<file path="src/rtl/multicycle_ctrl_pkg.sv">
// Shared definitions for the multicycle RV32I control path: opcodes, ALU
// operation codes, datapath select codes and the controller state set.
package riscv_pkg;

  localparam int ALU_OP_W = 4;

  localparam logic [6:0] OP_LOAD   = 7'b0000011;
  localparam logic [6:0] OP_STORE  = 7'b0100011;
  localparam logic [6:0] OP_R      = 7'b0110011;
  localparam logic [6:0] OP_I      = 7'b0010011;
  localparam logic [6:0] OP_BRANCH = 7'b1100011;
  localparam logic [6:0] OP_JAL    = 7'b1101111;
  localparam logic [6:0] OP_JALR   = 7'b1100111;
  localparam logic [6:0] OP_LUI    = 7'b0110111;
  localparam logic [6:0] OP_AUIPC  = 7'b0010111;

  // Bits [3:2] give the class (arith / logic / shift), bits [1:0] the sub-op.
  typedef enum logic [ALU_OP_W-1:0] {
    ALU_ADD  = 4'b0000,
    ALU_SUB  = 4'b0001,
    ALU_SLT  = 4'b0010,
    ALU_SLTU = 4'b0011,
    ALU_AND  = 4'b0100,
    ALU_OR   = 4'b0101,
    ALU_XOR  = 4'b0110,
    ALU_SLL  = 4'b1000,
    ALU_SRL  = 4'b1001,
    ALU_SRA  = 4'b1011
  } alu_op_e;

  typedef enum logic [1:0] {
    SRC_A_PC     = 2'b00,
    SRC_A_OLD_PC = 2'b01,
    SRC_A_RS1    = 2'b10,
    SRC_A_ZERO   = 2'b11
  } src_a_e;

  typedef enum logic [1:0] {
    SRC_B_RS2  = 2'b00,
    SRC_B_IMM  = 2'b01,
    SRC_B_FOUR = 2'b10
  } src_b_e;

  typedef enum logic [1:0] {
    RES_ALU_OUT    = 2'b00,
    RES_MEM_DATA   = 2'b01,
    RES_ALU_RESULT = 2'b10
  } result_e;

  typedef enum logic [2:0] {
    IMM_I = 3'b000,
    IMM_S = 3'b001,
    IMM_B = 3'b010,
    IMM_U = 3'b011,
    IMM_J = 3'b100
  } imm_e;

  typedef enum logic [1:0] {
    CLS_ADD,
    CLS_R,
    CLS_I,
    CLS_BRANCH
  } alu_cls_e;

  typedef enum logic [3:0] {
    S_FETCH,
    S_DECODE,
    S_MEMADR,
    S_MEMREAD,
    S_MEMWB,
    S_MEMWRITE,
    S_EXEC_R,
    S_EXEC_I,
    S_LUI,
    S_AUIPC,
    S_ALUWB,
    S_BRANCH,
    S_JAL,
    S_JALR,
    S_JALR_LINK,
    S_ILLEGAL
  } state_e;

  // funct3 010 and 011 have no branch meaning in RV32I.
  function automatic logic branch_f3_legal(input logic [2:0] f3);
    return f3[2:1] != 2'b01;
  endfunction

endpackage

</file>
<file path="src/rtl/multicycle_ctrl_alu_decoder.sv">
// Maps an instruction class plus funct3/funct7b5 to an ALU operation and,
// for branches, whether the zero flag must be inverted to get "taken".
module alu_decoder
  import riscv_pkg::*;
(
  input  alu_cls_e              cls,
  input  logic [2:0]            funct3,
  input  logic                  funct7b5,
  output logic [ALU_OP_W-1:0]   alu_op,
  output logic                  br_inv
);

  always_comb begin
    alu_op = ALU_ADD;
    br_inv = 1'b0;
    case (cls)
      CLS_R, CLS_I: begin
        case (funct3)
          3'b000: alu_op = (cls == CLS_R && funct7b5) ? ALU_SUB : ALU_ADD;
          3'b001: alu_op = ALU_SLL;
          3'b010: alu_op = ALU_SLT;
          3'b011: alu_op = ALU_SLTU;
          3'b100: alu_op = ALU_XOR;
          3'b101: alu_op = funct7b5 ? ALU_SRA : ALU_SRL;
          3'b110: alu_op = ALU_OR;
          default: alu_op = ALU_AND;
        endcase
      end
      CLS_BRANCH: begin
        case (funct3[2:1])
          2'b00:   alu_op = ALU_SUB;
          2'b10:   alu_op = ALU_SLT;
          2'b11:   alu_op = ALU_SLTU;
          default: alu_op = ALU_ADD;
        endcase
        // bne, blt, bltu are taken on a non-zero ALU result.
        br_inv = funct3[0] ^ funct3[2];
      end
      default: alu_op = ALU_ADD;
    endcase
  end

endmodule

</file>
<file path="src/rtl/multicycle_ctrl.sv">
// Moore control FSM for the multicycle RV32I core. Define ILLEGAL_TRAP_EN to
// make the ILLEGAL state absorbing until reset; otherwise it is a one-cycle NOP.
module multicycle_ctrl
  import riscv_pkg::*;
(
  input  logic                clk,
  input  logic                rstn,
  input  logic [6:0]          opcode,
  input  logic [2:0]          funct3,
  input  logic                funct7b5,
  input  logic                alu_zero,
  input  logic                mem_rdy,
  output logic                pc_write,
  output logic                ir_write,
  output logic                adr_src,
  output logic                mem_write,
  output logic                reg_write,
  output logic [1:0]          result_src,
  output logic [1:0]          alu_src_a,
  output logic [1:0]          alu_src_b,
  output logic [2:0]          imm_src,
  output logic [ALU_OP_W-1:0] alu_op,
  output logic                illegal
);

  state_e   state_q, state_d;
  alu_cls_e alu_cls;
  logic     br_inv;

  alu_decoder u_alu_decoder (
    .cls      (alu_cls),
    .funct3   (funct3),
    .funct7b5 (funct7b5),
    .alu_op   (alu_op),
    .br_inv   (br_inv)
  );

  always_ff @(posedge clk or negedge rstn) begin
    if (!rstn) begin
      state_q <= S_FETCH;
    end else begin
      state_q <= state_d;
    end
  end

  always_comb begin
    state_d = state_q;
    case (state_q)
      S_FETCH:    if (mem_rdy) state_d = S_DECODE;
      S_DECODE: begin
        case (opcode)
          OP_LOAD, OP_STORE: state_d = S_MEMADR;
          OP_R:              state_d = S_EXEC_R;
          OP_I:              state_d = S_EXEC_I;
          OP_BRANCH:         state_d = branch_f3_legal(funct3) ? S_BRANCH : S_ILLEGAL;
          OP_JAL:            state_d = S_JAL;
          OP_JALR:           state_d = S_JALR;
          OP_LUI:            state_d = S_LUI;
          OP_AUIPC:          state_d = S_AUIPC;
          default:           state_d = S_ILLEGAL;
        endcase
      end
      S_MEMADR:   state_d = (opcode == OP_STORE) ? S_MEMWRITE : S_MEMREAD;
      S_MEMREAD:  if (mem_rdy) state_d = S_MEMWB;
      S_MEMWB:    state_d = S_FETCH;
      S_MEMWRITE: if (mem_rdy) state_d = S_FETCH;
      S_EXEC_R, S_EXEC_I, S_LUI, S_AUIPC:
                  state_d = S_ALUWB;
      S_ALUWB:    state_d = S_FETCH;
      S_BRANCH:   state_d = S_FETCH;
      S_JAL:      state_d = S_ALUWB;
      S_JALR:     state_d = S_JALR_LINK;
      S_JALR_LINK: state_d = S_ALUWB;
`ifdef ILLEGAL_TRAP_EN
      S_ILLEGAL:  state_d = S_ILLEGAL;
`else
      S_ILLEGAL:  state_d = S_FETCH;
`endif
      default:    state_d = S_FETCH;
    endcase
  end

  // Outputs decode from the current state only, except the FETCH load strobes
  // (which follow mem_rdy) and the branch PC load (which follows alu_zero).
  always_comb begin
    pc_write   = 1'b0;
    ir_write   = 1'b0;
    adr_src    = 1'b0;
    mem_write  = 1'b0;
    reg_write  = 1'b0;
    result_src = RES_ALU_OUT;
    alu_src_a  = SRC_A_PC;
    alu_src_b  = SRC_B_RS2;
    imm_src    = IMM_I;
    illegal    = 1'b0;
    alu_cls    = CLS_ADD;
    case (state_q)
      S_FETCH: begin
        // rstn gating keeps the load strobes quiet while reset is held.
        ir_write   = mem_rdy & rstn;
        pc_write   = mem_rdy & rstn;
        alu_src_b  = SRC_B_FOUR;
        result_src = RES_ALU_RESULT;
      end
      S_DECODE: begin
        alu_src_a = SRC_A_OLD_PC;
        alu_src_b = SRC_B_IMM;
        imm_src   = (opcode == OP_JAL) ? IMM_J : IMM_B;
      end
      S_MEMADR: begin
        alu_src_a = SRC_A_RS1;
        alu_src_b = SRC_B_IMM;
        imm_src   = (opcode == OP_STORE) ? IMM_S : IMM_I;
      end
      S_MEMREAD: adr_src = 1'b1;
      S_MEMWB: begin
        result_src = RES_MEM_DATA;
        reg_write  = 1'b1;
      end
      S_MEMWRITE: begin
        adr_src   = 1'b1;
        mem_write = 1'b1;
      end
      S_EXEC_R: begin
        alu_src_a = SRC_A_RS1;
        alu_cls   = CLS_R;
      end
      S_EXEC_I: begin
        alu_src_a = SRC_A_RS1;
        alu_src_b = SRC_B_IMM;
        alu_cls   = CLS_I;
      end
      S_LUI: begin
        alu_src_a = SRC_A_ZERO;
        alu_src_b = SRC_B_IMM;
        imm_src   = IMM_U;
      end
      S_AUIPC: begin
        alu_src_a = SRC_A_OLD_PC;
        alu_src_b = SRC_B_IMM;
        imm_src   = IMM_U;
      end
      S_ALUWB:   reg_write = 1'b1;
      S_BRANCH: begin
        alu_src_a = SRC_A_RS1;
        alu_cls   = CLS_BRANCH;
        pc_write  = alu_zero ^ br_inv;
      end
      S_JAL, S_JALR_LINK: begin
        // alu_out still holds the jump target; compute the link value old_pc + 4.
        pc_write  = 1'b1;
        alu_src_a = SRC_A_OLD_PC;
        alu_src_b = SRC_B_FOUR;
      end
      S_JALR: begin
        alu_src_a = SRC_A_RS1;
        alu_src_b = SRC_B_IMM;
      end
      S_ILLEGAL: illegal = 1'b1;
      default: ;
    endcase
  end

endmodule

</file>
<file path="config.mk">
export PLATFORM = sky130hd
export DESIGN_NAME = multicycle_ctrl
export DESIGN_NICKNAME = d
export VERILOG_FILES = /design/src/rtl/multicycle_ctrl_pkg.sv /design/src/rtl/multicycle_ctrl_alu_decoder.sv /design/src/rtl/multicycle_ctrl.sv
export SDC_FILE = /design/constraint.sdc
export NUM_CORES = 1
export LEC_CHECK = 0
export ABC_AREA = 1
export BUFFER_PORTS_ARGS = -buffer_cell sky130_fd_sc_hd__clkbuf_2
export CAP_MARGIN = 10
export CORE_MARGIN = 10
export CORE_UTILIZATION = 40
export CTS_CLUSTER_SIZE = 40
export DETAILED_ROUTE_END_ITERATION = 10
export GPL_ROUTABILITY_DRIVEN = 0
export HOLD_SLACK_MARGIN = 0.08
export PLACE_DENSITY = 0.67
export SYNTH_ARGS = -nofsm -noshare
export SYNTH_HDL_FRONTEND = slang
export SYNTH_SLANG_ARGS = --single-unit
</file>
<file path="constraint.sdc">
create_clock -name clk -period 4.4 [get_ports clk]
set_input_delay 0.88 -clock clk [delete_from_list [all_inputs] [get_ports clk]]
set_output_delay 0.88 -clock clk [all_outputs]
set_load 0.02 [all_outputs]
</file>
==> results of run 1 <==
-- worst min path at each step --
| stage | cells after the start | endpoint | start | slack (ns) |
|---|---|---|---|---|
| CTS | 1 | state_q[2]$_DFFE_PN0P_ | rstn | 0.45 |
| global route | 1 | state_q[2]$_DFFE_PN0P_ | rstn | 0.45 |
| global placement | 2 | state_q[3]$_DFFE_PN0P_ | state_q[3]$_DFFE_PN0P_ | 0.69 |
| detailed placement | 2 | state_q[3]$_DFFE_PN0P_ | state_q[3]$_DFFE_PN0P_ | 0.68 |
| finish | 1 | state_q[2]$_DFFE_PN0P_ | rstn | 0.45 |
| floorplan | 0 | state_q[0]$_DFFE_PN0P_ | rstn | 0.58 |
-- per-layer routing --
metal / track usage / routed length [um] / vias up
li1: - / - / 522
met5: 0 / 0 / -
met1: 0.1183 / 958 / 440
met3: 0.03136 / 196 / 3
met4: 0.04011 / 16 / 0
met2: 0.1878 / 1107 / 37
-- power by group --
group	switching (mW)	internal (mW)	leakage (nW)
clock network	0.0167	0.0306	0.0138
registers	0.0333	0.0552	0.0494
logic	0.295	0.140	0.531
total	0.345	0.226	0.594
-- cell usage after synthesis, drive strengths merged --
cell	n
a21oi	4
a211oi	1
nand2	35
dfrtp	4
inv	26
a31oi	1
nor2	34
nor4	2
o2111ai	1
or2	2
nor3	1
ha	7
nand3	12
nand3b	1
o211ai	2
o21ai	8
xnor2	1
-- worst reg2reg max path: stages, from the launching register on --
cell and delay [ns]:
dfrtp_1 0.44, nor2_2 0.23, nand2_1 0.17, a31oi_2 0.24, nor2_1 0.06, nand2_1 0.06, nand2_1 0.05
-- metrics by stage --
stage | instance area [sq um] | total power [mW] | util
after floorplan | 782.0 | 0.3989 | -
after global placement | 978.4 | 0.5244 | 0.5488
after detailed placement | 978.4 | 0.5285 | 0.5488
after CTS | 1001 | 0.5785 | 0.5614
after global routing | 1001 | 0.6354 | 0.5614
final | 1001 | 0.5705 | 0.5614
-- final cells by class --
type | count | area (sq um) | area share
clock buffer | 3 | 22.52 | 0.02250
inverter | 26 | 97.59 | 0.09750
multi-input combinational | 112 | 584.3 | 0.5837
sequential | 4 | 100.1 | 0.1000
tap | 25 | 31.28 | 0.03125
timing repair buffer | 33 | 165.2 | 0.1650
-- cell families after synthesis --
kind of cell,Yosys count,share of synthesized area
compound gates,17,0.1328
xor+xnor,1,0.01120
fa+ha+maj,7,0.1120
buf+inv,26,0.1248
flops,4,0.1280
simple gates,87,0.4912
-- layout by cell type, fill, tap and decap left out, types with 3 or more instances in the layout --
cell / Yosys / layout
clkbuf_4: 0 / 3
o21ai_0: 7 / 7
nand3_1: 12 / 12
ha_1: 7 / 7
clkbuf_2: 0 / 33
nor2_1: 28 / 28
dfrtp_1: 4 / 4
a21oi_1: 4 / 4
inv_1: 20 / 20
inv_2: 6 / 6
nand2_1: 34 / 34
nor2_2: 4 / 4
==> qor.csv, run 1 <==
stage;metric;value;unit
run_status;outcome;completed;
finish;regMostFlops;state_q;
finish;largest_reg_flops;4;
timing;finalSetupViolCount;0;
finish;reg_top3;state_q (4);
setup_path;r2r_start;state_q[3]$_DFFE_PN0P_;
timing;grt_setup_unrepaired;no;
clock_network;clk_latency;0.24;ns
place;dp_cells;200;
global_routing;antenna_found_initial;0;
global_routing;grt_max_degree;8;
floorplan;die-area;4124;sq um
timing;fmaxAchievable;331.5;MHz
setup_path;crit_chain;inv_2, nor2_1, inv_1, nor2_2, a21oi_1, inv_1, ha_1, inv_1, nor2_1, or2_2, nand3_1, nand3_1, clkbuf_2;
setup_path;crit_path_end;pc_write;
route;remaining_drc_errors;0;
timing;fin_hold_ws;0.4529;ns
synth;syn-instance-count;142;
timing;finalClockSkew;0.002308;ns
synth;synth.cell_area;782.0;sq um
setup_path;critPathMaxStageDelay;0.44;ns
synth;netlist.area_leader.share;0.1632;
floorplan;pin_count;34;
power;p_per_area;569.9;nW/um^2
setup_path;crit_buf_inv;5;
synth;synth-seq-cells;4;
route;wirelength;2278;um
clock_network;post_cts_buffers;0;
timing;setup_slack;1.383;ns
place;io_buffer_count;33;
clock_network;clk_pin_slew;0.04;ns
setup_path;r2r-end;state_q[2]$_DFFE_PN0P_;
finish;fin_nets;202;
floorplan;die_x;64.22;um
global_routing;grt-ovfl-total;0;
synth;yosysTopAreaCell;nand2_1;
route;drt_iter0_drc;60;
floorplan;coreArea;1783;sq um
setup_path;cp-start-kind;register;
finish;syn2layout_area_growth;28.00;%
timing;fin_crit;3.017;ns
worst_hold_path;min_path_type;input port to async pin;
synth;yosys_warnings;0;
route;wl_per_cell;11.22;um
synth;ys_seq_area_frac;0.1280;
clock_network;hold_buffers;0;
floorplan;initial_core_util;0.4386;
setup_path;worstSetupEndpointType;output pin;
route;vias;1002;
setup_path;cp_max_fo;5;
clock_network;tritoncts;built;
clock_network;cts_buffer_depth;2;
clock_network;cts_made_buffers;3;
setup_path;crit_family;simple AND/OR/NAND/NOR gates;
timing;fin_crit_sh;0.6857;
setup_path;critPathLaunch;state_q[3]$_DFFE_PN0P_;
floorplan;rows;15;
finish;diodes;0;
clock_network;cts.sinks;4;
setup_path;r2r_setup_slack;3.04;ns
global_routing;first_global_vias;947;
power;leakage;0.5939;nW
finish;final_cells;203;
timing;tightest_slew;0.3237;ns
timing;fin_tns_setup;0;ns
place;place_ws;1.607;ns
setup_path;cpMaxStageDelayCell;dfrtp_1;
setup_path;cp.depth;13;
timing;slew_viol_final;0;
synth;synth_area_per_cell;5.507;sq um
setup_path;crit_type;register to output pin;
timing;slew_headroom;0.7829;
setup_path;crit_top_cell;inv_1;
finish;drive_gt1_frac;0.2921;
global_routing;track_usage;0.1069;
route;firstDrtPassIters;4;
clock_network;cts-root-buf;clkbuf_4;
synth;synth_area_leaders;nand2_1, nor2_1, dfrtp_1;
synth;syn_nets;164;
place;dp_hpwl;2055;um
setup_path;critPathRequiredTime;3.52;ns
timing;hold_viol;0;
route;viasPerCell;4.936;
global_routing;grt_pass1_wl;3822;um
finish;fillers;177;
clock_network;cts_resized;0;
floorplan;die_y;64.22;um
synth;synth_cell_types;22;
setup_path;worstPathArrival;2.14;ns
power;ir_drop;226.9;uV
flow_run;cap_viol_max_count;0;
clock_network;h-tree-depth;1;
route;ant_nets;0;
setup_path;rr_worst_depth;6;
No activity file was read; power rests on OpenSTA's default activity.
==> inputs of run 2 (changes only) <==
Settings changed: PLACE_DENSITY 0.67 to 0.7.
Clock period 4.4 ns to 2.7 ns, I/O delays scaled along.
==> qor.csv, run 2 (synthesis gave the netlist of run 1 again) <==
stage;metric;value;unit;change
timing;tightest_slew;0.3309;ns;+0.007242 ns
finish;drive_gt1_frac;0.3444;;+0.05231
flow_run;cap_viol_max_count;0;;unchanged
floorplan;rows;15;;unchanged
timing;slew_headroom;0.7781;;-0.004857
global_routing;antenna_found_initial;0;;unchanged
finish;diodes;0;;unchanged
floorplan;initial_core_util;0.4386;;unchanged
clock_network;cts_made_buffers;3;;unchanged
clock_network;cts_buffer_depth;2;;unchanged
timing;finalSetupViolCount;0;;unchanged
timing;fmaxAchievable;392.0;MHz;
power;leakage;0.6009;nW;+1.2%
timing;hold_viol;0;;unchanged
worst_hold_path;min_path_type;input port to async pin;;
global_routing;first_global_vias;891;;-5.9%
floorplan;coreArea;1783;sq um;unchanged
global_routing;track_usage;0.1009;;-0.005938
floorplan;die_y;64.22;um;unchanged
setup_path;r2r_start;state_q[3]$_DFFE_PN0P_;;
route;wl_per_cell;10.62;um;-5.3%
global_routing;grt_pass1_wl;3601;um;-5.8%
clock_network;clk_latency;0.23;ns;about the same
timing;fin_crit;2.551;ns;
setup_path;worstPathArrival;2.01;ns;-0.13 ns
power;ir_drop;436.7;uV;+93%
run_status;outcome;completed;;
route;vias;987;;-1.5%
timing;fin_crit_sh;0.9448;;
clock_network;clk_pin_slew;0.04;ns;about the same
finish;syn2layout_area_growth;31.68;%;
setup_path;critPathLaunch;state_q[3]$_DFFE_PN0P_;;
timing;slew_viol_final;0;;unchanged
setup_path;r2r-end;state_q[2]$_DFFE_PN0P_;;
clock_network;tritoncts;built;;
route;firstDrtPassIters;4;;unchanged
finish;layout_commonest_cell;nand2_1;;
place;io_buffer_count;33;;unchanged
clock_network;h-tree-depth;1;;unchanged
finish;regMostFlops;state_q;;
route;wirelength;2178;um;-4.4%
setup_path;r2r_setup_slack;1.24;ns;-1.80 ns
global_routing;grt_use_met2;0.1704;;-0.01741
finish;largest_reg_flops;4;;unchanged
floorplan;die_x;64.22;um;unchanged
place;dp_hpwl;1912;um;-6.9%
setup_path;critPathRequiredTime;2.16;ns;-1.36 ns
global_routing;grt_use_met1;0.1193;;+0.0009699
route;ant_nets;0;;unchanged
global_routing;grt-ovfl-total;0;;unchanged
global_routing;grt_max_degree;8;;unchanged
route;viasPerCell;4.815;;-2.5%
timing;grt_setup_unrepaired;no;;
global_routing;grt_use_met3;0.02439;;-0.006969
setup_path;crit_path_end;pc_write;;
global_routing;grt-busiest-layer;met2;;
route;drt_iter0_drc;46;;-23%
setup_path;rr_worst_depth;7;;+1
floorplan;die-area;4124;sq um;unchanged
power;power;0.9594;mW;+68%
finish;final_cell_mix;nand2_1, clkbuf_2, nor2_1;;
setup_path;cp_max_fo;5;;unchanged
route;remaining_drc_errors;0;;unchanged
clock_network;cts-root-buf;clkbuf_4;;
finish;fin_nets;204;;+0.99%
power;p_per_area;931.7;nW/um^2;+63%
floorplan;pin_count;34;;unchanged
setup_path;crit_type;register to output pin;;
setup_path;worstSetupEndpointType;output pin;;
finish;reg_top3;state_q (4);;
setup_path;cp-start-kind;register;;
clock_network;cts.sinks;4;;unchanged
timing;finalClockSkew;0.003383;ns;+0.001075 ns
timing;fin_tns_setup;0;ns;unchanged
[run 2: changes by cell type in the layout (fill, tap and decap cells not counted), sizes merged]
| cell | change |
|---|---|
| clkbuf | -1 |
| buf | +3 |
[run 2: worst min path at each step]
| stage | startpoint | endpoint | slack (ns) | cells after the start |
|---|---|---|---|---|
| after floorplan | rstn | state_q[0]$_DFFE_PN0P_ | 0.24 | 0 |
| after global placement | rstn | state_q[2]$_DFFE_PN0P_ | 0.36 | 1 |
| after detailed placement | rstn | state_q[2]$_DFFE_PN0P_ | 0.36 | 1 |
| after CTS | rstn | state_q[3]$_DFFE_PN0P_ | 0.11 | 1 |
| after global routing | rstn | state_q[2]$_DFFE_PN0P_ | 0.12 | 1 |
| final | rstn | state_q[2]$_DFFE_PN0P_ | 0.11 | 1 |
[run 2: critical path, cell delays in order, from the launching register on]
cell	delay, ns
dfrtp_2	0.44
inv_2	0.06
nor2_2	0.04
inv_1	0.08
nor2_2	0.06
a21oi_2	0.12
inv_1	0.07
ha_1	0.22
inv_2	0.06
nor2_1	0.04
or2_2	0.27
nand3_1	0.08
nand3_1	0.06
buf_2	0.16
[run 2: through the flow]
stage                     hold slack (ns)  std cells  utilization  setup WS [ns]  area, sq um
after floorplan                    0.2444        142            -         0.2342        782.0
after global placement             0.3556        200       0.5488         0.3267        978.4
after detailed placement           0.3576        200       0.5488         0.2795        978.4
after CTS                          0.1125        203       0.5614        0.03124         1001
after global routing               0.1169        205       0.5775        0.01892         1030
final                              0.1097        205       0.5775         0.1491         1030
[run 2: area by class of cell]
cell class,count,area (sq um)
fill,175,753.2
tap,25,31.28
clock buffer,3,22.52
multi-input combinational,112,593.1
sequential,4,105.1
inverter,26,97.59
timing repair buffer,35,180.2
[run 2: report_power, final]
group	leakage, nW	total, mW	switching, mW	internal [mW]
logic	0.542	0.737	0.490	0.247
clock network	0.0138	0.0744	0.0246	0.0497
registers	0.0447	0.148	0.0527	0.0957
total	0.601	0.959	0.567	0.392
[run 2: repair_timing]
action	4_1_cts	5_1_grt
resized for setup	0	9
endpoints found under the hold margin	0	0
hold buffers	0	0
endpoints found under the setup margin	0	4
buffers inserted	0	2
[run 2: layer usage]
layer	share of wire	wire length [um]	up-vias
met4	0	0	0
met1	0.45	976	434
li1	-	-	525
met3	0.051	111	0
met2	0.50	1090	28
met5	0	0	-
